<file path="config.mk">
export PLATFORM = sky130hd
export DESIGN_NAME = fetch_prefetch_unit
export DESIGN_NICKNAME = d
export VERILOG_FILES = /design/src/rtl/riscv_pkg.sv /design/src/rtl/fetch_fifo.sv /design/src/rtl/fetch_prefetch_unit.sv
export SDC_FILE = /design/constraint.sdc
export NUM_CORES = 1
export LEC_CHECK = 0
export CAP_MARGIN = 0
export CORE_AREA = 3 3 167 290
export DETAILED_ROUTE_END_ITERATION = 12
export DIE_AREA = 0 0 170 293
export SYNTH_ARGS = -nofsm -noshare
export SYNTH_HDL_FRONTEND = slang
export SYNTH_SLANG_ARGS = --single-unit
</file>
<file path="constraint.sdc">
create_clock -name clk -period 3.9 [get_ports clk]
set_input_delay 0.39 -clock clk [delete_from_list [all_inputs] [get_ports clk]]
set_output_delay 0.39 -clock clk [all_outputs]
set_load 0.01 [all_outputs]
</file>
<file path="src/rtl/riscv_pkg.sv">
// Shared RV32 core definitions: data width, fetch FSM states and the canonical NOP.
package riscv_pkg;

  localparam int unsigned XLEN = 32;
  localparam logic [31:0] NOP_INSTR = 32'h0000_0013;

  typedef enum logic [1:0] {
    IDLE  = 2'd0,
    FETCH = 2'd1,
    FLUSH = 2'd2
  } fetch_state_e;

endpackage

</file>
<file path="src/rtl/fetch_fifo.sv">
// Synchronous prefetch FIFO. Supports push, pop and flush, and shows a zeroed head when empty.
module fetch_fifo #(
  parameter int unsigned WIDTH = 64,
  parameter int unsigned DEPTH = 4
) (
  input  logic                     clk,
  input  logic                     reset,
  input  logic                     push,
  input  logic [WIDTH-1:0]         push_data,
  input  logic                     pop,
  input  logic                     flush,
  output logic [$clog2(DEPTH):0]   count,
  output logic                     empty,
  output logic [WIDTH-1:0]         head_data
);

  localparam int unsigned AW = $clog2(DEPTH);
  localparam int unsigned CW = AW + 1;
  localparam logic [CW-1:0] FULL = CW'(DEPTH);

  logic [WIDTH-1:0] mem [DEPTH];
  logic [AW-1:0]    wr_ptr, rd_ptr;
  logic             do_push, do_pop;

  assign empty     = (count == '0);
  assign do_push   = push & (count != FULL);
  assign do_pop    = pop & ~empty;
  assign head_data = empty ? '0 : mem[rd_ptr];

  always_ff @(posedge clk or posedge reset) begin
    if (reset) begin
      wr_ptr <= '0;
      rd_ptr <= '0;
      count  <= '0;
    end else if (flush) begin
      wr_ptr <= '0;
      rd_ptr <= '0;
      count  <= '0;
    end else begin
      if (do_push) wr_ptr <= wr_ptr + 1'b1;
      if (do_pop)  rd_ptr <= rd_ptr + 1'b1;
      case ({do_push, do_pop})
        2'b10:   count <= count + 1'b1;
        2'b01:   count <= count - 1'b1;
        default: count <= count;
      endcase
    end
  end

  always_ff @(posedge clk) begin
    if (do_push && !flush) mem[wr_ptr] <= push_data;
  end

endmodule

</file>
<file path="src/rtl/fetch_prefetch_unit.sv">
// RV32 instruction fetch stage. It issues credit-limited pipelined fetches and buffers the
// responses with their PCs. On a redirect it flushes the FIFO and drops any stale responses.
module fetch_prefetch_unit #(
  parameter int unsigned XLEN     = riscv_pkg::XLEN,
  parameter int unsigned DEPTH    = 4,
  parameter logic [XLEN-1:0] RESET_PC = '0
) (
  input  logic            clk,
  input  logic            reset,
  output logic            imem_req_valid,
  input  logic            imem_req_ready,
  output logic [XLEN-1:0] imem_req_addr,
  input  logic            imem_rsp_valid,
  input  logic [XLEN-1:0] imem_rsp_data,
  input  logic            redirect_valid,
  input  logic [XLEN-1:0] redirect_pc,
  output logic            instr_valid,
  input  logic            instr_ready,
  output logic [XLEN-1:0] instr_data,
  output logic [XLEN-1:0] instr_pc
);
  import riscv_pkg::*;

  localparam int unsigned CW = $clog2(DEPTH) + 1;
  localparam logic [CW:0] DEPTH_W = (CW+1)'(DEPTH);

  fetch_state_e    state, state_next;
  logic [XLEN-1:0] fetch_pc, resp_pc, redir_pc_al;
  logic [CW-1:0]   outstanding, outstanding_next, drop_cnt, drop_cnt_next, fifo_count;
  logic            fifo_empty, req_fire, rsp_drop, fifo_push, fifo_pop;
  logic [2*XLEN-1:0] fifo_head;

  assign redir_pc_al    = {redirect_pc[XLEN-1:2], 2'b00};
  // Credit rule: FIFO slots plus in-flight requests never exceed DEPTH, so pushes never stall.
  assign imem_req_valid = (state != IDLE) & ~redirect_valid &
                          (({1'b0, fifo_count} + {1'b0, outstanding}) < DEPTH_W);
  assign imem_req_addr  = fetch_pc;
  assign req_fire       = imem_req_valid & imem_req_ready;
  assign rsp_drop       = imem_rsp_valid & (drop_cnt != '0);
  assign fifo_push      = imem_rsp_valid & (drop_cnt == '0) & ~redirect_valid;
  assign fifo_pop       = instr_valid & instr_ready;

  assign instr_valid = ~fifo_empty;
  assign instr_pc    = fifo_head[2*XLEN-1:XLEN];
  assign instr_data  = fifo_head[XLEN-1:0];

  always_comb begin
    outstanding_next = outstanding;
    case ({req_fire, imem_rsp_valid})
      2'b10:   outstanding_next = outstanding + 1'b1;
      2'b01:   outstanding_next = outstanding - 1'b1;
      default: outstanding_next = outstanding;
    endcase
  end

  // Drops already pending are still counted in outstanding, so a redirect folds them in.
  always_comb begin
    drop_cnt_next = drop_cnt;
    if (redirect_valid) drop_cnt_next = outstanding - CW'(imem_rsp_valid);
    else if (rsp_drop)  drop_cnt_next = drop_cnt - 1'b1;
  end

  always_comb begin
    state_next = state;
    case (state)
      IDLE:    state_next = FETCH;
      FETCH:   if (redirect_valid && drop_cnt_next != '0) state_next = FLUSH;
      FLUSH:   if (drop_cnt_next == '0) state_next = FETCH;
      default: state_next = IDLE;
    endcase
  end

  always_ff @(posedge clk or posedge reset) begin
    if (reset) begin
      state       <= IDLE;
      fetch_pc    <= RESET_PC;
      resp_pc     <= RESET_PC;
      outstanding <= '0;
      drop_cnt    <= '0;
    end else begin
      state       <= state_next;
      outstanding <= outstanding_next;
      drop_cnt    <= drop_cnt_next;
      if (redirect_valid) begin
        fetch_pc <= redir_pc_al;
        resp_pc  <= redir_pc_al;
      end else begin
        if (req_fire)  fetch_pc <= fetch_pc + XLEN'(4);
        if (fifo_push) resp_pc  <= resp_pc + XLEN'(4);
      end
    end
  end

  fetch_fifo #(.WIDTH(2*XLEN), .DEPTH(DEPTH)) u_fifo (
    .clk       (clk),
    .reset     (reset),
    .push      (fifo_push),
    .push_data ({resp_pc, imem_rsp_data}),
    .pop       (fifo_pop),
    .flush     (redirect_valid),
    .count     (fifo_count),
    .empty     (fifo_empty),
    .head_data (fifo_head)
  );

  rsp_underflow: assert property (@(posedge clk) disable iff (reset)
                                  imem_rsp_valid |-> (outstanding != '0));

endmodule

</file>
==> impl_metrics.toml, run 1 <==
[pwr]
peakVddDrop_mv = 0.2870
sw_frac_of_total_pct = 27.58
p_switching_uw = 2680
p_int_uw = 7035
seq_power_share_pct = 42.8
power_density_nw_per_um2 = 565.6
comb_power_share_pct = 26.2
pwr-share-clk_pct = 31.0
power.leakage_uw = 0.005786

[clock_tree]
hold_buffers = 0
cts_tree = "yes"
cts-buffers-inserted = 29
cts_buffer_depth = 3
cts.sinks = 323
htree_levels = 1
clockRootBuffer = "clkbuf_16"
post-cts-setup-buffers = 0
cts_resized = 0
insertion_delay_ns = 0.55
path_clk_slew_ns = 0.07

[timing]
fin_crit_ns = 3.186
setup_viol = 0
grt_setup_unrepaired = "false"
finalCritPeriodShare_pct = 81.70
finalHoldViolations = 0
fin_skew_ns = 0.01248
fin_tns_setup_ns = 0
worstMarginPinSlew_ns = 0.9047
clock.fmax_mhz = 313.8
slew_headroom_pct = 39.22
slew_viol_final = 0

[place]
dp_hpwl_um = 21540
gp_congestion = 0.7476
port_buffers = 161
dp.cells = 1591

[synth]
yosysWarnings = 0
synth_compound_area_share_pct = 4.663
ys_seq_area_share_pct = 67.60
synth_edf_count = 248
synth_area_leaders = "edfxtp_1, dfrtp_1, mux4_2, and2_1, xor2_1"
synth-seq-cells = 323
yosysTopAreaCellShare_pct = 53.99
synth_area_leader_cell = "edfxtp_1"
synth_common_cells = "edfxtp_1, dfrtp_1, and2_1"
synthCells = 870
synth.area.mux_share_pct = 10.73
synthSimpleGateAreaFrac_pct = 10.74
async_reset_ff_share_pct = 23.22
synth_xor_xnor_area_share_pct = 2.667
synth_ff_type = "edfxtp_1"
synth_cell_types = 63
synth_top_family_by_area = "simple AND/OR/NAND/NOR gates"
avgSynthCellArea_um2 = 15.85
synth_adder_area_share_pct = 1.470
syn_area_um2 = 13790
yosysMostFrequentCell = "edfxtp_1"

[routing]
routed_via_density = 4.832
drc = 0
vias = 7943
ant_nets = 0
first_iter_violations = 379
drtPass1Iterations = 5
drt-wirelength-per-cell_um = 19.48
routed_wl_um = 32030

[setup_path]
arrival_ns = 2.80
path_class = "flop to output pin"
critPathMaxFanout = 44
start_kind = "flop"
r2r_cells = 7
r2r_start = "drop_cnt[0]"
endpoint_kind = "output pin"
rr_endpoint = "u_fifo.mem[2][14]"
r2r_slack_ns = 1.37
worstPathRequired_ns = 3.51

[global_route]
grt_overflow_total = 0
track_usage_pct = 12.92
antenna_found_initial = 1
grt_max_degree = 67
grt_pass1_wl_um = 50380
grt_pass1_vias = 8590

[status]
outcome = "completed"

[floorplan]
die-area_um2 = 49810
die_y_um = 293
placementRows = 104
num_io_pins = 168
start_util_pct = 29.78
core_um2 = 46320
die_width_um = 170

[layout]
drive_gt1_share_pct = 14.43
fillCellCount = 4402
syn_to_final_growth_pct = 24.53
fin_cells = 1644
final_net_count = 1124

[min_path]
hold_path_class = "input pin to asynchronous set/reset pin"

[flow_run]
max_cap_violations = 0
-- cell families (layout without fill, tap and decap cells) --
group	count (synthesis)	after routing
other	1	5
adder cells (fa/ha/maj)	15	15
multiplexers	70	70
flip-flops	323	323
buffers and inverters	66	253
XOR/XNOR	42	42
AO/OA/AOI/OAI	100	100
AND/OR/NAND/NOR	253	253
-- through the flow --
stage / power [µW] / util, % / hold slack [ns] / setup slack (ns) / cell area [µm²]
floorplan: 5590 / - / 0.4672 / 0.5802 / 13800
global placement: 6815 / 34.92 / 0.4898 / 0.9146 / 16180
detailed placement: 6854 / 34.92 / 0.5103 / 0.9217 / 16180
CTS: 9904 / 37.07 / 0.3199 / 0.5904 / 17170
global route: 10250 / 37.08 / 0.3804 / 0.4918 / 17180
finish: 9715 / 37.08 / 0.3250 / 0.7137 / 17180
-- area by class of cell --
| type | count | area (µm²) | share of cell area [%] |
|---|---|---|---|
| flip-flops and latches | 323 | 9329 | 54.31 |
| multi-input cells | 484 | 4202 | 24.46 |
| repair buffers | 180 | 1837 | 10.69 |
| clock buffers | 31 | 733.2 | 4.269 |
| well taps | 583 | 729.5 | 4.247 |
| clock inverters | 21 | 265.3 | 1.544 |
| inverters | 21 | 78.83 | 0.4589 |
| diodes | 1 | 2.502 | 0.01457 |
-- sequential cells by signal (all words and copies together), names as in the netlist --
register	flops
drop_cnt	3
u_fifo.wr_ptr	2
imem_req_addr	30
state	2
u_fifo.mem	248
u_fifo.rd_ptr	2
u_fifo.count	3
resp_pc	30
outstanding	3
-- placed cells by master (no fill, tap or decap), types with 4 or more instances in the layout --
cell             instances
dfrtp_1                 73
bufinv_16                6
buf_12                   7
nand2_1                 49
and3_1                  10
clkdlybuf4s50_1        160
xor2_1                  30
clkinv_1                 8
mux4_2                  62
conb_1                   4
o211ai_1                10
and2_4                   4
edfxtp_1               248
a21o_1                   4
and2_1                  64
or4_1                    4
a21oi_1                 13
mux2i_1                  5
nand3_1                 39
nor3_1                   9
nand4_1                 18
clkbuf_16               29
ha_1                    13
buf_4                   12
a21boi_0                 6
xnor2_1                 12
o21ai_0                 37
a31oi_1                  6
o311ai_0                 7
inv_1                   18
nand2b_1                 4
nor2_1                  27
-- layer usage --
metal	share of wire, %	wire length (µm)	track usage [%]
met4	3.9	1244	5.229
met3	4.3	1388	1.965
met2	54	17230	24.26
met5	0	0	0
met1	38	12170	14.45
-- power by group through the flow --
| stage | combinational (µW) | clock, µW | sequential (µW) |
|---|---|---|---|
| 3_3_place_gp | 2600 | 0 | 4210 |
| 4_1_cts | 2630 | 3110 | 4160 |
| 5_1_grt | 2810 | 3250 | 4200 |
| 2_1_floorplan | 1410 | 0 | 4180 |
| 3_5_place_dp | 2620 | 0 | 4230 |
| 6_report | 2540 | 3010 | 4160 |
-- critical path, cell delays in order, from the launching register on --
cell	delay [ns]
dfrtp_1	0.45
or3_2	0.70
buf_4	0.35
and2_1	0.19
clkdlybuf4s50_1	0.54
-- how the worst max path moves through the flow --
stage | slack (ns) | start | endpoint | depth (start not counted)
floorplan | 0.58 | drop_cnt[0] | u_fifo.mem[0][0] | 6
finish | 0.71 | u_fifo.count[0] | instr_pc[20] | 4
detailed placement | 0.92 | imem_rsp_valid | u_fifo.mem[2][14] | 6
global placement | 0.91 | imem_rsp_valid | u_fifo.mem[2][20] | 6
CTS | 0.59 | u_fifo.count[0] | instr_pc[20] | 4
global route | 0.49 | u_fifo.count[0] | instr_pc[20] | 4
Note: power is estimated with default switching activity, not from simulation.
==> inputs of run 2 (changes only) <==
Clock period 3.9 ns to 3 ns, I/O delays scaled along.
==> impl_metrics.toml, run 2 (synthesis results as in run 1) <==
[floorplan]
die_width_um = 170
start_util_pct = 29.78
core_um2 = 46320
die_y_um = 293
die-area_um2 = 49810
num_io_pins = 168
placementRows = 104

[setup_path]
cp_num_buf_inv = 2
critPathMaxFanout = 21
path_cells = "buf_16 > mux4_2 > and2_1 > clkdlybuf4s50_1"
endpoint_kind = "output pin"
start_kind = "flop"
path_delay_family = "buffers and inverters"
cpMaxStageDelayCell = "mux4_2"
arrival_ns = 2.59
worstPathRequired_ns = 2.70
path_class = "flop to output pin"
critPathMaxStageDelay_ns = 0.59

[pwr]
p_int_uw = 9281
power.leakage_uw = 0.005902
comb_power_share_pct = 26.4
pwr-share-clk_pct = 31.4
seq_power_share_pct = 42.2
power_density_nw_per_um2 = 737.9
p_switching_uw = 3579
sw_frac_of_total_pct = 27.83
peakVddDrop_mv = 0.5108

[clock_tree]
insertion_delay_ns = 0.56
cts_buffer_depth = 3
cts_tree = "yes"
path_clk_slew_ns = 0.07
clockRootBuffer = "clkbuf_16"
cts.sinks = 323
cts-buffers-inserted = 30
htree_levels = 1

[layout]
fillCellCount = 4326
most-common-layout-cells = "edfxtp_1, clkdlybuf4s50_1, dfrtp_1"
syn_to_final_growth_pct = 26.35
utilization_pct = 37.62
layout_commonest_cell = "edfxtp_1"
largest_reg_flops = 248
final_area_um2 = 17430
top_register = "u_fifo.mem"
drive_gt1_share_pct = 15.97
final_net_count = 1138

[global_route]
grt_pass1_wl_um = 50740
grt_max_degree = 76
track_usage_pct = 13.19
antenna_found_initial = 1
grt_pass1_vias = 8512
grt_overflow_total = 0

[routing]
first_iter_violations = 441
routed_wl_um = 33000
vias = 8066
drtPass1Iterations = 4
ant_nets = 0
drt-wirelength-per-cell_um = 19.87
routed_via_density = 4.856
drc = 0

[timing]
fin_skew_ns = 0.01516
worstMarginPinSlew_ns = 0.7364
setup_viol = 0
fin_tns_setup_ns = 0
finalCritPeriodShare_pct = 96.37
slew_headroom_pct = 50.50
finalHoldViolations = 0
slew_viol_final = 0
grt_setup_unrepaired = "false"
fin_crit_ns = 2.891
clock.fmax_mhz = 345.9

[place]
dp_hpwl_um = 21740
gp_congestion = 0.7548
port_buffers = 161
placed_area_um2 = 16330

[status]
outcome = "completed"

[min_path]
hold_path_class = "input pin to asynchronous set/reset pin"

[flow_run]
max_cap_violations = 0
==> run 2: path summary, 6_finish.rpt <==
kind | slack, ns | start | endpoint | cells past startpoint
max reg2reg | 0.52 | outstanding[2] | outstanding[2] | 10
min in group clk | 0.21 | redirect_valid | resp_pc[2] | 2
min reg2reg | 0.52 | outstanding[0] | outstanding[0] | 1
max in group asynchronous | 2.49 | reset | u_fifo.rd_ptr[0] | 3
max | 0.11 | u_fifo.rd_ptr[0] | instr_pc[3] | 4
min | 0.11 | reset | imem_req_addr[31] | 3
==> run 2: area by class of cell <==
| type | count | area, µm² | share of cell area, % |
|---|---|---|---|
| Antenna cell | 1 | 2.502 | 0.01436 |
| Inverter | 21 | 78.83 | 0.4523 |
| Clock buffer | 36 | 794.5 | 4.559 |
| Tap cell | 583 | 729.5 | 4.186 |
| Clock inverter | 20 | 255.2 | 1.465 |
| Multi-Input combinational cell | 484 | 4202 | 24.11 |
| Timing Repair Buffer | 193 | 2037 | 11.69 |
| Sequential cell | 323 | 9329 | 53.53 |
==> run 2: tightest hold or removal path, delay by kind of cell <==
kind | cells | cell delay, ns
buf+inv | 3 | 0.79
==> run 2: through the flow <==
step                hold slack, ns  instances  power, µW  worst slack, ns
floorplan                   0.3989        873       7265           0.3562
global placement            0.5069       1603       8894           0.4539
detailed placement          0.5051       1603       8955           0.4363
CTS                         0.1249       1660      13110          0.02295
global route                0.1457       1661      13540          0.02086
finish                      0.1138       1661      12860           0.1090
==> run 2: timing repair <==
| action | in CTS | in global routing |
|---|---|---|
| gates cloned | 1 | 0 |
| resized for setup | 3 | 2 |
| pin swaps | 0 | 0 |
| buffers inserted | 0 | 0 |
| hold buffers | 0 | 0 |
| endpoints found under the setup margin | 10 | 6 |
| endpoints found under the hold margin | 0 | 0 |
==> run 2: layer usage <==
layer	global-route usage, %	part of all wire [%]	wire [µm]	up-vias
li1	-	-	-	3710
met2	25.06	55	18160	185
met5	0	0	0	-
met1	14.72	37	12350	4113
met4	5.348	3.8	1260	0
met3	1.629	3.7	1227	58
==> run 2: power groups by stage <==
stage / sequential, µW / clock (µW) / combinational (µW)
floorplan: 5430 / 0 / 1830
global placement: 5470 / 0 / 3420
detailed placement: 5500 / 0 / 3460
CTS: 5420 / 4180 / 3520
global route: 5460 / 4340 / 3740
finish: 5420 / 4040 / 3400
==> inputs of run 3 (changes only) <==
Settings changed: GPL_ROUTABILITY_DRIVEN set to 0, PLACE_DENSITY_LB_ADDON set to 0.15.
==> impl_metrics.toml, run 3 (synthesis results as in run 1) <==
[routing]
wl_met2_um = 18110
drt-wirelength-per-cell_um = 20.23
drc = 0
drtPass1Iterations = 4
vias = 8071
wl_met3_um = 1128
routed_wl_um = 33580
routed_via_density = 4.862
highest_layer = "met4"
route.layer.met1.wl_um = 13480
ant_nets = 0
first_iter_violations = 372

[pwr]
power_density_nw_per_um2 = 740.1
power.leakage_uw = 0.005904
peakVddDrop_mv = 0.3942

[clock_tree]
cts_tree = "yes"
insertion_delay_ns = 0.52
clockRootBuffer = "clkbuf_16"
hold_buffers = 0
post-cts-setup-buffers = 0
cts-buffers-inserted = 34
cts_resized = 0
htree_levels = 2
cts.sinks = 323
cts_buffer_depth = 3
path_clk_slew_ns = 0.06

[timing]
fin_skew_ns = 0.01579
fin_crit_ns = 2.854
finalCritPeriodShare_pct = 95.13
clock.fmax_mhz = 350.4
slew_viol_final = 0
slew_headroom_pct = 13.11
fin_tns_setup_ns = 0
worstMarginPinSlew_ns = 1.299
hold_slack_ns = 0.1685
grt_setup_unrepaired = "false"
setup_viol = 0
finalHoldViolations = 0

[flow_run]
max_cap_violations = 0

[floorplan]
die_width_um = 170
core_um2 = 46320
num_io_pins = 168
placementRows = 104
die-area_um2 = 49810
die_y_um = 293
start_util_pct = 29.78

[setup_path]
critPathMaxStageDelay_ns = 0.61
path_class = "flop to output pin"
cpMaxStageDelayCell = "mux4_2"
critPathMaxFanout = 43
start_kind = "flop"
arrival_ns = 2.55
endpoint_kind = "output pin"
cp_num_buf_inv = 2
path_delay_family = "buffers and inverters"
path_cells = "buf_16 > mux4_2 > and2_1 > clkdlybuf4s50_1"
worstPathRequired_ns = 2.70

[layout]
final_net_count = 1139
largest_reg_flops = 248
fin_cells = 1660
diodes = 0
drive_gt1_share_pct = 15.32
syn_to_final_growth_pct = 26.11
layout_commonest_cell = "edfxtp_1"
fillCellCount = 4391
final_area_um2 = 17390
multiInputGateArea_um2 = 4202
top_register = "u_fifo.mem"
most-common-layout-cells = "edfxtp_1, clkdlybuf4s50_1, dfrtp_1"
seq_area_um2 = 9329

[status]
outcome = "completed"

[global_route]
grt_max_degree = 76
grt_overflow_total = 0
antenna_found_initial = 1
grt_pass1_vias = 8760
track_usage_pct = 13.57
grt_pass1_wl_um = 52110

[place]
placed_area_um2 = 16310
dp.cells = 1601
port_buffers = 161
dp_hpwl_um = 21930

[min_path]
hold_path_class = "input pin to asynchronous set/reset pin"
==> run 3: final cells by class <==
class,instances,share of cell area (%)
timing repair buffer,190,11.42
multi-input combinational,484,24.15
clock buffer,43,5.265
tap,583,4.194
sequential,323,53.63
clock inverter,16,0.8848
inverter,21,0.4532
==> run 3: layer usage <==
layer / GRT usage (%) / vias up
li1: - / 3713
met1: 15.93 / 4126
met2: 25.30 / 186
met3: 2.019 / 46
met4: 4.238 / 0
met5: 0 / -
==> run 3: worst paths after layout <==
path                       slack (ns)  cells past startpoint           endpoint        startpoint
setup reg to reg                 0.33                      6  imem_req_addr[11]   u_fifo.count[1]
min in group clk                 0.27                      3   u_fifo.rd_ptr[1]    redirect_valid
hold reg to reg                  0.51                      1     outstanding[0]    outstanding[0]
setup / recovery                 0.15                      4       instr_pc[18]  u_fifo.rd_ptr[0]
max in group asynchronous        2.40                      3   u_fifo.rd_ptr[0]             reset
hold / removal                   0.17                      3        resp_pc[29]             reset
==> run 3: report_power, final <==
| part | switching [µW] | internal, µW | leakage, µW |
|---|---|---|---|
| clock | 1710 | 2420 | 0.000525 |
| combinational | 1550 | 1790 | 0.00224 |
| sequential | 304 | 5110 | 0.00314 |
| total | 3560 | 9320 | 0.00590 |
==> run 3: through the flow <==
step / utilization (%) / power, µW / setup WS (ns)
6_report: 37.55 / 12870 / 0.1461
5_1_grt: 37.55 / 13610 / 0.002619
4_1_cts: 37.52 / 13160 / 0.007168
3_5_place_dp: 35.22 / 8945 / 0.4053
3_3_place_gp: 35.22 / 8909 / 0.4606
2_1_floorplan: - / 7265 / 0.3562
==> run 3: worst min-delay path: stages <==
cell and delay, ns:
clkdlybuf4s50_1 0.41, inv_2 0.07, buf_12 0.32
